--- src/rtl/muldiv_unit.sv ---
// Iterative multiply/divide unit holding the architectural HI/LO registers.
// Multiplies finish after MULT_LAT cycles; divides use 32 restoring steps plus one sign-fix cycle.
module muldiv_unit #(
  parameter int MULT_LAT = 4
) (
  input  logic        clk,
  input  logic        rst,
  input  logic        isMult,
  input  logic        isDiv,
  input  logic        isSigned,
  input  logic        isMthi,
  input  logic        isMtlo,
  input  logic        isMfhi,
  input  logic        isMflo,
  input  logic [31:0] A,
  input  logic [31:0] B,
  output logic [31:0] HI,
  output logic [31:0] LO,
  output logic        busy,
  output logic        stall
);

  typedef enum logic [1:0] {S_IDLE, S_MUL, S_DIV, S_FIX} state_t;

  state_t      r_state;
  logic [3:0]  r_mcnt;
  logic [4:0]  r_step;
  logic [63:0] r_prod;
  logic [31:0] r_dvd;
  logic [31:0] r_dvs;
  logic [31:0] r_rem;
  logic [31:0] r_quo;
  logic        r_neg_q;
  logic        r_neg_r;
  logic [31:0] r_hi;
  logic [31:0] r_lo;
  logic        r_busy;

  logic [63:0] w_a_ext;
  logic [63:0] w_b_ext;
  logic [63:0] w_prod;
  logic        w_div_zero;
  logic        w_fix;
  logic [31:0] w_a_abs;
  logic [31:0] w_b_abs;
  logic [32:0] w_trial;
  logic        w_ge;
  logic [31:0] w_diff;

  assign w_a_ext = isSigned ? {{32{A[31]}}, A} : {32'b0, A};
  assign w_b_ext = isSigned ? {{32{B[31]}}, B} : {32'b0, B};
  assign w_prod  = w_a_ext * w_b_ext;

  // A zero divisor skips the magnitude/sign handling so the raw result is LO=all-ones, HI=A.
  assign w_div_zero = (B == 32'd0);
  assign w_fix      = isSigned & ~w_div_zero;
  assign w_a_abs    = (w_fix && A[31]) ? (32'd0 - A) : A;
  assign w_b_abs    = (w_fix && B[31]) ? (32'd0 - B) : B;

  // The trial remainder is 33 bits wide so unsigned divisors above 2^31 compare correctly.
  assign w_trial = {r_rem, r_dvd[31]};
  assign w_ge    = (w_trial >= {1'b0, r_dvs});
  assign w_diff  = w_trial[31:0] - r_dvs;

  always_ff @(posedge clk) begin
    if (rst) begin
      r_state <= S_IDLE;
      r_mcnt  <= 4'd0;
      r_step  <= 5'd0;
      r_prod  <= 64'd0;
      r_dvd   <= 32'd0;
      r_dvs   <= 32'd0;
      r_rem   <= 32'd0;
      r_quo   <= 32'd0;
      r_neg_q <= 1'b0;
      r_neg_r <= 1'b0;
      r_hi    <= 32'd0;
      r_lo    <= 32'd0;
      r_busy  <= 1'b0;
    end else begin
      case (r_state)
        S_IDLE: begin
          if (isMult) begin
            r_prod  <= w_prod;
            r_mcnt  <= 4'(MULT_LAT);
            r_state <= S_MUL;
            r_busy  <= 1'b1;
          end else if (isDiv) begin
            r_dvd   <= w_a_abs;
            r_dvs   <= w_b_abs;
            r_rem   <= 32'd0;
            r_quo   <= 32'd0;
            r_step  <= 5'd0;
            r_neg_q <= w_fix & (A[31] ^ B[31]);
            r_neg_r <= w_fix & A[31];
            r_state <= S_DIV;
            r_busy  <= 1'b1;
          end else if (isMthi) begin
            r_hi <= A;
          end else if (isMtlo) begin
            r_lo <= A;
          end
        end
        S_MUL: begin
          if (r_mcnt == 4'd1) begin
            r_hi    <= r_prod[63:32];
            r_lo    <= r_prod[31:0];
            r_state <= S_IDLE;
            r_busy  <= 1'b0;
          end
          r_mcnt <= r_mcnt - 4'd1;
        end
        S_DIV: begin
          r_rem <= w_ge ? w_diff : w_trial[31:0];
          r_quo <= {r_quo[30:0], w_ge};
          r_dvd <= {r_dvd[30:0], 1'b0};
          r_step <= r_step + 5'd1;
          if (r_step == 5'd31) r_state <= S_FIX;
        end
        S_FIX: begin
          r_lo    <= r_neg_q ? (32'd0 - r_quo) : r_quo;
          r_hi    <= r_neg_r ? (32'd0 - r_rem) : r_rem;
          r_state <= S_IDLE;
          r_busy  <= 1'b0;
        end
        default: begin
          r_state <= S_IDLE;
          r_busy  <= 1'b0;
        end
      endcase
    end
  end

  assign HI    = r_hi;
  assign LO    = r_lo;
  assign busy  = r_busy;
  assign stall = r_busy & (isMult | isDiv | isMthi | isMtlo | isMfhi | isMflo);

endmodule

--- config.mk ---
export PLATFORM = sky130hd
export DESIGN_NAME = muldiv_unit
export DESIGN_NICKNAME = d
export VERILOG_FILES = /design/src/rtl/muldiv_unit.sv
export SDC_FILE = /design/constraint.sdc
export NUM_CORES = 2
export LEC_CHECK = 0
export BUFFER_PORTS_ARGS = -buffer_cell sky130_fd_sc_hd__buf_2
export CAP_MARGIN = 15
export CORE_UTILIZATION = 30
export CTS_BUF_LIST = sky130_fd_sc_hd__clkbuf_4 sky130_fd_sc_hd__clkbuf_8
export CTS_CLUSTER_SIZE = 28
export DETAILED_ROUTE_END_ITERATION = 10
export PLACE_DENSITY = 0.46
export SETUP_SLACK_MARGIN = 0.15
export SLEW_MARGIN = 25
export SYNTH_ARGS = -nofsm -noshare
export SYNTH_HDL_FRONTEND = slang
export SYNTH_SLANG_ARGS = --single-unit
--- constraint.sdc ---
create_clock -name clk -period 18.3 [get_ports clk]
set_clock_uncertainty 0.05 [all_clocks]
set_input_delay 1.83 -clock clk [delete_from_list [all_inputs] [get_ports clk]]
set_output_delay 1.83 -clock clk [all_outputs]
set_load 0.02 [all_outputs]
==> metrics.cfg <==
[synthesis]
synth_top_family_by_area=adder cells
synth-compound-area-share_pct=8.681
syn_inst=7004
synth.area.top_cells=fa_1 45%, inv_1 9.3%, dfxtp_1 8.7%
synthesis.nets=8850
synth_cell_types=78
synthArstFlopShare_pct=0
yosys-mux-area-fraction_pct=0.1762
yosysTopAreaCell=fa_1
synthAdderAreaFrac_pct=52.52
ys_ff_latch=270
synth_edf_count=0
synth-xor-area-share_pct=3.631
synth_simple_gate_area_share_pct=14.44
synth_warnings=0
ys_seq_area_share_pct=8.651
synth_area_mm2=0.06248
syn_area_per_cell_um2=8.921
synthFlopType=dfxtp_1
synth_top_area_share_pct=45.34

[sta]
finalSetupViolCount=0
fin_crit_sh_pct=64.53
tightest_slew_ps=1137
fin_crit_ps=11810
maxSlewHeadroom_pct=24.21
max_freq_mhz=84.68
hold_viol=0
rsz0062_at_grt=false
tns_ps=0
final_max_slew_viol_count=0

[floorplan]
fp.dieH_um=458.4
rows=167
core_mm2=0.2071
start_util_pct=30.17
die_width_um=458.4
die_area_mm2=0.2101
ios=139

[clocking]
clockRootBuffer=clkbuf_8
cts.hold.buffers_added=0
clockBufferDepth=3
cts_tree=yes
numCtsBuffers=50
clock-sinks=270
post_cts_buffers=0
path_clk_slew_ps=70
clock_latency_ps=650
htreeDepth=2
ctsResizeCount=0

[worst_setup_path]
endpoint=r_prod[63]
start_kind=primary input
cp_data_required_time_ps=18740
path_class=primary input to flop
crit_top_cell=fa_1
cp_slowest_cell=fa_1
end_kind=flop
worstPathArrival_ps=12250
path_max_fanout=26
crit_path_start=isSigned
r2r-start=r_rem[8]
reg2reg_slack_ps=13960
reg2regPathDepth=9
cpPeakStageDelay_ps=860
r2r-end=HI[29]

[cells_and_area]
syn_to_final_growth_pct=7.225
nFillCells=21880
drive_gt1_share_pct=5.339
final_common_cell=inv_1
layout_common_cells=1554 x inv_1, 1415 x fa_1, 835 x nand2_1, 561 x and2_1, 358 x ha_1
multiInputGateArea_mm2=0.04970
regArea_mm2=0.005409
finish.net_count=8718

[global_route]
grt-ovfl-total=0
antenna_found_initial=17
grt_pass1_wl_mm=335.7
grt_max_degree=81
grt_pass1_vias=50970
grt.total_usage_pct=21.45

[routing]
wl_per_cell_um=22.87
vias=46880
drt_wl_total_mm=222.0
via_per_inst=4.830
drt_iter0_drc=3093
drt_first_pass_iters=7
drc=0
antenna_left=0

[outcome]
status=finished clean

[hold_path]
hold_class=flop to flop

[placement]
hpwl_mm=177.7
place.gp.congestion=0.9173
port_buffers=138

[run]
cap_violations=0

-- logic make-up (layout without fill, tap and decap cells) --
kind of cell             Yosys count  count (layout)
AO/OA/AOI/OAI                    866             866
XOR/XNOR                         259             259
adder cells (fa/ha/maj)         1774            1774
buffers and inverters           1973            1881
flip-flops                       270             270
multiplexers                      11              11
other                              0               7
AND/OR/NAND/NOR                 1851            1851
-- per-layer routing --
layer / GRT usage, % / vias up / wire [um]
li1: - / 20800 / -
met1: 27.37 / 24700 / 94010
met2: 38.36 / 1107 / 111200
met3: 1.384 / 280 / 7951
met4: 7.001 / 0 / 8856
met5: 0 / - / 0
-- final cells by class --
cell class                 count  area share, %
multi-input combinational   4761          74.19
inverter                    1555          8.712
sequential                   270          8.074
tap                         2788          5.207
timing repair buffer         234          2.127
clock buffer                  80          1.522
clock inverter                12         0.1419
antenna                        7        0.02615
-- worst min path at each step --
stage                     startpoint         end  slack (ps)  cells past startpoint
after floorplan           r_prod[32]  r_prod[32]         380                      2
after global placement     r_prod[6]   r_prod[6]         390                      2
after detailed placement   r_prod[7]   r_prod[7]         400                      2
after CTS                  r_prod[7]   r_prod[7]         400                      2
after global routing      r_prod[14]  r_prod[14]         420                      2
final                      r_prod[7]   r_prod[7]         400                      2
-- per-stage QoR --
| stage | hold WS [ps] | cell area, um2 | utilization, % | worst slack (ps) | cells |
|---|---|---|---|---|---|
| finish | 403.2 | 66990 | 32.35 | 6491 | 9707 |
| global route | 423.3 | 66980 | 32.35 | 5952 | 9701 |
| CTS | 404.6 | 66980 | 32.34 | 6528 | 9700 |
| detailed placement | 397.1 | 65860 | 31.81 | 5849 | 9608 |
| global placement | 388.3 | 65860 | 31.80 | 5913 | 9608 |
| floorplan | 381.2 | 62480 | - | 7434 | 7004 |
-- flip-flops by register name, summed over array words and instances (netlist names), 2 cells and up --
register	cells
r_dvs	32
r_dvd	32
r_step	5
r_rem	32
HI	32
LO	32
r_quo	32
r_prod	64
r_mcnt	4
r_state	2
-- Yosys cell counts (30+ instances only) --
master / count
a211oi_1: 35
a21o_1: 58
a21oi_1: 314
a22oi_1: 30
a31oi_1: 37
and2_1: 562
and3_1: 30
buf_1: 34
clkbuf_1: 375
dfxtp_1: 270
fa_1: 1415
ha_1: 358
inv_1: 1555
nand2_1: 836
nand3_1: 67
nor2_1: 184
nor2b_1: 33
o211ai_1: 35
o21ai_0: 176
o31ai_1: 33
xnor2_1: 168
xor2_1: 91
-- critical path, delay by kind of cell --
| family | cells | cell delay [ps] |
|---|---|---|
| fa+ha+maj | 11 | 5990 |
| buf+inv | 8 | 1470 |
| simple gates | 5 | 1370 |
| compound gates | 7 | 1340 |
| xor+xnor | 1 | 180 |
Power is left out: the tool's default activity adds up to more than one toggle a clock period on the data nets, which glitch-free logic cannot reach.
